File: config.mk
export PLATFORM = sky130hd
export DESIGN_NAME = rocc_mac_accel
export DESIGN_NICKNAME = d
export VERILOG_FILES = /design/src/rtl/rocc_pkg.sv /design/src/rtl/rocc_seq_mul.sv /design/src/rtl/rocc_mac_accel.sv
export SDC_FILE = /design/constraint.sdc
export NUM_CORES = 2
export LEC_CHECK = 0
export ABC_AREA = 0
export ABC_CLOCK_PERIOD_IN_PS = 7000
export BUFFER_PORTS_ARGS = -buffer_cell sky130_fd_sc_hd__buf_2
export CAP_MARGIN = 20
export CELL_PAD_IN_SITES_DETAIL_PLACEMENT = 0
export CELL_PAD_IN_SITES_GLOBAL_PLACEMENT = 1
export CORE_ASPECT_RATIO = 1.2
export CORE_UTILIZATION = 48
export DETAILED_ROUTE_END_ITERATION = 6
export PLACE_DENSITY_LB_ADDON = 0.08
export SKIP_LAST_GASP = 1
export SYNTH_ARGS = -nofsm -noshare
export SYNTH_HDL_FRONTEND = slang
export SYNTH_SLANG_ARGS = --single-unit
File: constraint.sdc
create_clock -name clk_i -period 7 [get_ports clk_i]
set_input_delay 0.7 -clock clk_i [delete_from_list [all_inputs] [get_ports clk_i]]
set_output_delay 0.7 -clock clk_i [all_outputs]
set_load 0.02 [all_outputs]
File: src/rtl/rocc_pkg.sv
// Shared RoCC command/response types and op encodings used by the core and
// by the accumulator accelerator.
package rocc_pkg;

    localparam logic [6:0]  ROCC_OPCODE_CUSTOM0 = 7'b0001011;
    localparam logic [63:0] ROCC_BAD_OP_DATA    = 64'hFFFF_FFFF_FFFF_FFFF;

    typedef enum logic [2:0] {
        ROCC_OP_WRITE = 3'd0,
        ROCC_OP_READ  = 3'd1,
        ROCC_OP_ADD   = 3'd2,
        ROCC_OP_MAC   = 3'd3,
        ROCC_OP_CLEAR = 3'd4
    } rocc_op_e;

    typedef struct packed {
        logic [6:0] funct7;
        logic [4:0] rs2;
        logic [4:0] rs1;
        logic       xd;
        logic       xs1;
        logic       xs2;
        logic [4:0] rd;
        logic [6:0] opcode;
    } rocc_inst_t;

    typedef struct packed {
        rocc_inst_t  inst;
        logic [63:0] rs1;
        logic [63:0] rs2;
    } rocc_cmd_t;

    typedef struct packed {
        logic [4:0]  rd;
        logic [63:0] data;
    } rocc_resp_t;

    typedef enum logic [1:0] {
        ST_IDLE,
        ST_MUL,
        ST_RESP
    } acc_state_e;

endpackage

File: src/rtl/rocc_seq_mul.sv
// Iterative shift-add multiplier returning the low 64 bits of the product,
// consuming MulBitsPerCycle multiplier bits per cycle after a start pulse.
module rocc_seq_mul #(
    parameter int MulBitsPerCycle = 1
) (
    input  logic        clk_i,
    input  logic        reset_l,
    input  logic        start_i,
    input  logic [63:0] mcand_i,
    input  logic [63:0] mplier_i,
    output logic        done_o,
    output logic [63:0] product_o
);

    localparam logic [6:0] LastCnt = 7'(64 / MulBitsPerCycle - 1);

    logic [63:0] mcand_q, mcand_d;
    logic [63:0] mplier_q, mplier_d;
    logic [63:0] partial_q, partial_d;
    logic [6:0]  cnt_q, cnt_d;
    logic        busy_q, busy_d;
    logic [63:0] step;

    // Bits shifted out of the multiplicand only affect bits above 63, so the
    // truncated running sum is exactly the low half of the full product.
    assign step      = mcand_q * 64'(mplier_q[MulBitsPerCycle-1:0]);
    assign done_o    = busy_q && (cnt_q == LastCnt);
    assign product_o = partial_q + step;

    always_comb begin
        // NOTE: every _d gets its hold value first so no path infers a latch.
        mcand_d   = mcand_q;
        mplier_d  = mplier_q;
        partial_d = partial_q;
        cnt_d     = cnt_q;
        busy_d    = busy_q;
        if (start_i) begin
            mcand_d   = mcand_i;
            mplier_d  = mplier_i;
            partial_d = '0;
            cnt_d     = '0;
            busy_d    = 1'b1;
        end else if (busy_q) begin
            partial_d = partial_q + step;
            mcand_d   = mcand_q << MulBitsPerCycle;
            mplier_d  = mplier_q >> MulBitsPerCycle;
            cnt_d     = cnt_q + 7'd1;
            if (cnt_q == LastCnt) begin
                busy_d = 1'b0;
            end
        end
    end

    // NOTE: state flops use non-blocking assignments so every flop samples
    // the pre-edge value of every other flop.
    always_ff @(posedge clk_i or negedge reset_l) begin
        if (!reset_l) begin
            mcand_q   <= '0;
            mplier_q  <= '0;
            partial_q <= '0;
            cnt_q     <= '0;
            busy_q    <= 1'b0;
        end else begin
            mcand_q   <= mcand_d;
            mplier_q  <= mplier_d;
            partial_q <= partial_d;
            cnt_q     <= cnt_d;
            busy_q    <= busy_d;
        end
    end

endmodule

File: src/rtl/rocc_mac_accel.sv
// RoCC accumulator accelerator: write/read/add/clear in one cycle and an
// iterative multiply-accumulate, with a single held register-writeback response.
module rocc_mac_accel
    import rocc_pkg::*;
#(
    parameter int NrAcc           = 4,
    parameter int MulBitsPerCycle = 1
) (
    input  logic       clk_i,
    input  logic       reset_l,
    input  rocc_cmd_t  rocc_cmd_i,
    input  logic       rocc_cmd_valid_i,
    output logic       rocc_cmd_ready_o,
    output rocc_resp_t rocc_resp_o,
    output logic       rocc_resp_valid_o,
    input  logic       rocc_resp_ready_i,
    output logic       busy_o
);

    localparam int IdxW = (NrAcc > 1) ? $clog2(NrAcc) : 1;

    acc_state_e      state_q, state_d;
    logic [63:0]     acc_q [NrAcc];
    logic [63:0]     acc_d [NrAcc];
    logic [IdxW-1:0] idx_q, idx_d;
    logic [4:0]      rd_q, rd_d;
    logic            xd_q, xd_d;
    rocc_resp_t      resp_q, resp_d;
    logic            live_q, live_d;

    logic [IdxW-1:0] cmd_idx;
    logic            cmd_fire;
    logic            mul_start;
    logic            mul_done;
    logic [63:0]     mul_product;
    logic [63:0]     op_data;
    logic [63:0]     acc_sum;
    logic            unused_cmd_bits;

    // The accumulator index wraps modulo NrAcc (a power of two).
    assign cmd_idx  = IdxW'(rocc_cmd_i.inst.funct7[6:5] & 2'(NrAcc - 1));
    // live_q keeps ready low until the first edge after reset release.
    assign rocc_cmd_ready_o  = live_q && (state_q == ST_IDLE);
    assign cmd_fire          = rocc_cmd_valid_i && rocc_cmd_ready_o;
    assign rocc_resp_valid_o = (state_q == ST_RESP);
    assign rocc_resp_o       = resp_q;
    assign busy_o            = (state_q != ST_IDLE);

    assign unused_cmd_bits = ^{rocc_cmd_i.inst.funct7[4:3], rocc_cmd_i.inst.rs2,
                               rocc_cmd_i.inst.rs1, rocc_cmd_i.inst.xs1,
                               rocc_cmd_i.inst.xs2, rocc_cmd_i.inst.opcode};

    rocc_seq_mul #(
        .MulBitsPerCycle(MulBitsPerCycle)
    ) u_mul (
        .clk_i    (clk_i),
        .reset_l  (reset_l),
        .start_i  (mul_start),
        .mcand_i  (rocc_cmd_i.rs1),
        .mplier_i (rocc_cmd_i.rs2),
        .done_o   (mul_done),
        .product_o(mul_product)
    );

    always_comb begin
        state_d   = state_q;
        acc_d     = acc_q;
        idx_d     = idx_q;
        rd_d      = rd_q;
        xd_d      = xd_q;
        resp_d    = resp_q;
        live_d    = 1'b1;
        mul_start = 1'b0;
        op_data   = '0;
        acc_sum   = '0;
        case (state_q)
            ST_IDLE: begin
                if (cmd_fire) begin
                    acc_sum = acc_q[cmd_idx] + rocc_cmd_i.rs1;
                    case (rocc_op_e'(rocc_cmd_i.inst.funct7[2:0]))
                        ROCC_OP_WRITE: begin
                            acc_d[cmd_idx] = rocc_cmd_i.rs1;
                            op_data        = rocc_cmd_i.rs1;
                        end
                        ROCC_OP_READ:  op_data = acc_q[cmd_idx];
                        ROCC_OP_ADD: begin
                            acc_d[cmd_idx] = acc_sum;
                            op_data        = acc_sum;
                        end
                        ROCC_OP_MAC:   mul_start = 1'b1;
                        ROCC_OP_CLEAR: begin
                            for (int i = 0; i < NrAcc; i++) begin
                                acc_d[i] = '0;
                            end
                            op_data = '0;
                        end
                        default:       op_data = ROCC_BAD_OP_DATA;
                    endcase
                    if (mul_start) begin
                        idx_d   = cmd_idx;
                        rd_d    = rocc_cmd_i.inst.rd;
                        xd_d    = rocc_cmd_i.inst.xd;
                        state_d = ST_MUL;
                    end else if (rocc_cmd_i.inst.xd) begin
                        resp_d.rd   = rocc_cmd_i.inst.rd;
                        resp_d.data = op_data;
                        state_d     = ST_RESP;
                    end
                end
            end
            ST_MUL: begin
                // The final partial step is folded into the accumulate edge.
                if (mul_done) begin
                    acc_sum      = acc_q[idx_q] + mul_product;
                    acc_d[idx_q] = acc_sum;
                    if (xd_q) begin
                        resp_d.rd   = rd_q;
                        resp_d.data = acc_sum;
                        state_d     = ST_RESP;
                    end else begin
                        state_d = ST_IDLE;
                    end
                end
            end
            ST_RESP: begin
                if (rocc_resp_ready_i) begin
                    state_d = ST_IDLE;
                end
            end
            default: state_d = ST_IDLE;
        endcase
    end

    always_ff @(posedge clk_i or negedge reset_l) begin
        if (!reset_l) begin
            state_q <= ST_IDLE;
            // NOTE: the accumulators are architectural state that must read
            // as zero after reset, so this flop array is reset explicitly.
            for (int i = 0; i < NrAcc; i++) begin
                acc_q[i] <= '0;
            end
            idx_q  <= '0;
            rd_q   <= '0;
            xd_q   <= 1'b0;
            resp_q <= '0;
            live_q <= 1'b0;
        end else begin
            state_q <= state_d;
            acc_q   <= acc_d;
            idx_q   <= idx_d;
            rd_q    <= rd_d;
            xd_q    <= xd_d;
            resp_q  <= resp_d;
            live_q  <= live_d;
        end
    end

endmodule

==> results.cfg <==
[clock_tree]
htree_levels = 2
numCtsBuffers = 61
cts_root_buf = clkbuf_16
tritoncts = done
insertion_delay_ns = 0.68
cts.sinks = 536
cts_setup_buffers = 0
clock_path_buffers = 3
clkTransAtPathRegs_ns = 0.06

[power_and_ir_drop]
intPower_mw = 5.148
p_clk_share_pct = 48.1
leakage_nw = 18.83
p_comb_share_pct = 7.7
seqPwrFrac_pct = 44.2
switching_share_pct = 26.56
power.switching_mw = 1.862
pwr_density_cell_mw_per_mm2 = 150.3
vdd_drop_max_mv = 0.1630

[sta]
timing.final.ws_setup_ns = 0.3697
timing.hold.ws_ns = 0.1162
rsz0062_at_grt = false
finalHoldViolations = 0
slew_violations = 0
skew_ns = 0.03817
tns_ns = 0
min_period_ns = 6.630
slew_headroom_pct = 15.71
fin_crit_sh_pct = 94.72
worst_slew_pin_slew_ns = 1.263
fmax_mhz = 150.8
setup_viol = 0

[floorplanning]
rows = 118
die_w_um = 271.9
core_area_sq_mm = 0.08637
die-area_sq_mm = 0.08861
ioPinCount = 236
start_util_pct = 48.58
die-height_um = 325.9

[logic_synthesis]
yosys_warnings = 0
netlist_instances = 4846
async_flop_share_pct = 100.0
synth_top_cell_by_area = dfrtp_1
syn_area_per_cell_sq_um = 8.658
synth-adder-area-share_pct = 5.809
netlist_area_sq_mm = 0.04196
synth_edf_count = 0
synthXorXnorAreaFrac_pct = 3.751
ys_ff_latch = 536
synth_top_area_share_pct = 31.97
ys_seq_area_share_pct = 31.97
synth.area.top_cells = dfrtp_1 32%, mux4_2 6.8%, ha_1 5.7%
synth_top_family_by_area = compound AO/OA/AOI/OAI gates
synth-main-ff-cell = dfrtp_1
synthMuxAreaShare_pct = 11.63
synthSimpleGateAreaFrac_pct = 14.26
syn-num-nets = 5203
synth_compound_area_share_pct = 28.27
ys_types = 98

[critical_path]
slowest_delay_ns = 0.44
worst_setup_path_end_kind = register
arrival_ns = 7.21
crit_type = register to register
cpMostUsedCell = buf_4
cp-start-kind = register
crit_slowest_cell = a211oi_1
crit_family = compound AO/OA/AOI/OAI gates
required_ns = 7.58
critical_path_buf_inv_count = 4
cp_max_fo = 18

[cells_and_area]
final_cell_mix = 552 x nand2_1, 532 x dfrtp_1, 461 x o21ai_0
multi_input_area_sq_mm = 0.02702
nFillCells = 8243
drive_gt1_share_pct = 14.68
synthToLayoutAreaGrowth_pct = 11.16
postLayoutCoreUtil_pct = 54.00
final_common_cell = nand2_1
design_area_sq_mm = 0.04664
final-seq-area_sq_mm = 0.01343
num-nets-final = 5256

[placement]
routabilityCongestion = 0.9664
dpl.hpwl_um = 126400
place_ws_ns = 0.1024
dpl-instance-area_sq_mm = 0.04455
port_buffers = 214

[grt]
grt_pass1_wl_um = 269500
grtUsageTotal_pct = 41.00
grt_max_degree = 178
grt_antenna_before_repair = 7
gr-total-overflow = 0
grt_pass1_vias = 40354

[drt]
dr.pass1.iters = 7
ant_nets = 0
drc = 35
viasPerCell = 6.970
drt_first_iter_violations = 5637
routed_wl_um = 185700
wl_per_cell_um = 30.50
num_vias = 42441

[hold_path]
hp-class = input pin to asynchronous set/reset pin

[status]
violations = design-rule violations
outcome = finished with violations

[run]
maxCapViolations = 0
## metrics by stage
step / cells / total power, mW
5_1_grt: 6086 / 7.153
2_1_floorplan: 4846 / 3.368
4_1_cts: 6084 / 7.008
3_5_place_dp: 5975 / 3.669
6_report: 6089 / 7.010
3_3_place_gp: 5975 / 3.671
## synth_stat cells (19+ instances only)
library cell	n
buf_1	52
a221oi_1	99
ha_1	190
a211oi_1	30
nand2b_1	28
a21oi_1	392
nand3_1	96
o21a_1	39
nor2b_1	23
o21bai_1	44
nand4_1	52
mux4_2	127
nor2_1	400
a21o_1	139
o21ai_0	465
a31oi_1	109
inv_1	56
clkbuf_1	319
mux2i_1	189
o221ai_1	19
a222oi_1	81
xnor2_1	103
and2_1	82
a22o_1	41
dfrtp_1	536
xor2_1	73
a22oi_1	98
and3_1	23
nand2_1	552
o211ai_1	43
o22ai_1	21
nor3_1	52
o21ai_1	22
## final timing paths
path / startpoint / endpoint / slack, ns / cells past startpoint
worst min-delay path: reset_l / u_mul.mcand_q[8] / 0.12 / 1
min in group clk_i: rocc_cmd_i[26] / u_mul.mplier_q[26] / 0.25 / 3
worst max register to register: u_mul.mplier_q[0] / rocc_resp_o[63] / 0.37 / 29
worst min register to register: rocc_resp_o[52] / rocc_resp_o[52] / 0.47 / 2
worst max-delay path: u_mul.mplier_q[0] / rocc_resp_o[63] / 0.37 / 29
max in group asynchronous: reset_l / acc_q[41] / 5.34 / 2
## registers in the layout, indices dropped and copies added (netlist names)
signal / count
state_q: 2
rd_q: 5
u_mul.partial_q: 64
xd_q: 1
u_mul.busy_q: 1
u_mul.mcand_q: 64
u_mul.cnt_q: 7
acc_q: 256
live_q: 1
idx_q: 2
rocc_resp_o: 69
u_mul.mplier_q: 64
## area by class of cell
cell class,instances,share of cell area [%]
flip-flops and latches,536,28.78
clock buffers,81,3.670
repair buffers,387,5.429
multi-input cells,3856,57.92
diodes,4,0.02146
well taps,1140,3.058
inverters,57,0.4587
clock inverters,28,0.6599
## routing by layer
layer / global-route usage, % / wire [um]
met3: 14.79 / 25760
met1: 54.09 / 72300
met2: 59.57 / 77190
met5: 0 / 41
met4: 19.35 / 10410
## cells by family after synthesis
group / count (synthesis)
AOI/OAI and AO/OA: 1799
and+or+nand+nor: 1359
DFF: 536
buffers and inverters: 454
muxes: 326
adders and majority gates: 193
xor gates and xnor gates: 178
other: 1
## power by group through the flow
stage | sequential, mW | clock (mW) | combinational [mW]
floorplan | 3.16 | 0 | 0.212
global placement | 3.16 | 0 | 0.515
detailed placement | 3.16 | 0 | 0.514
CTS | 3.10 | 3.40 | 0.514
global route | 3.10 | 3.50 | 0.556
finish | 3.10 | 3.37 | 0.540
## timing repair
action,CTS,global route
gates resized for setup,0,10
setup endpoints to repair,0,38
hold buffers,0,0
No activity file was read; power rests on OpenSTA's default activity.
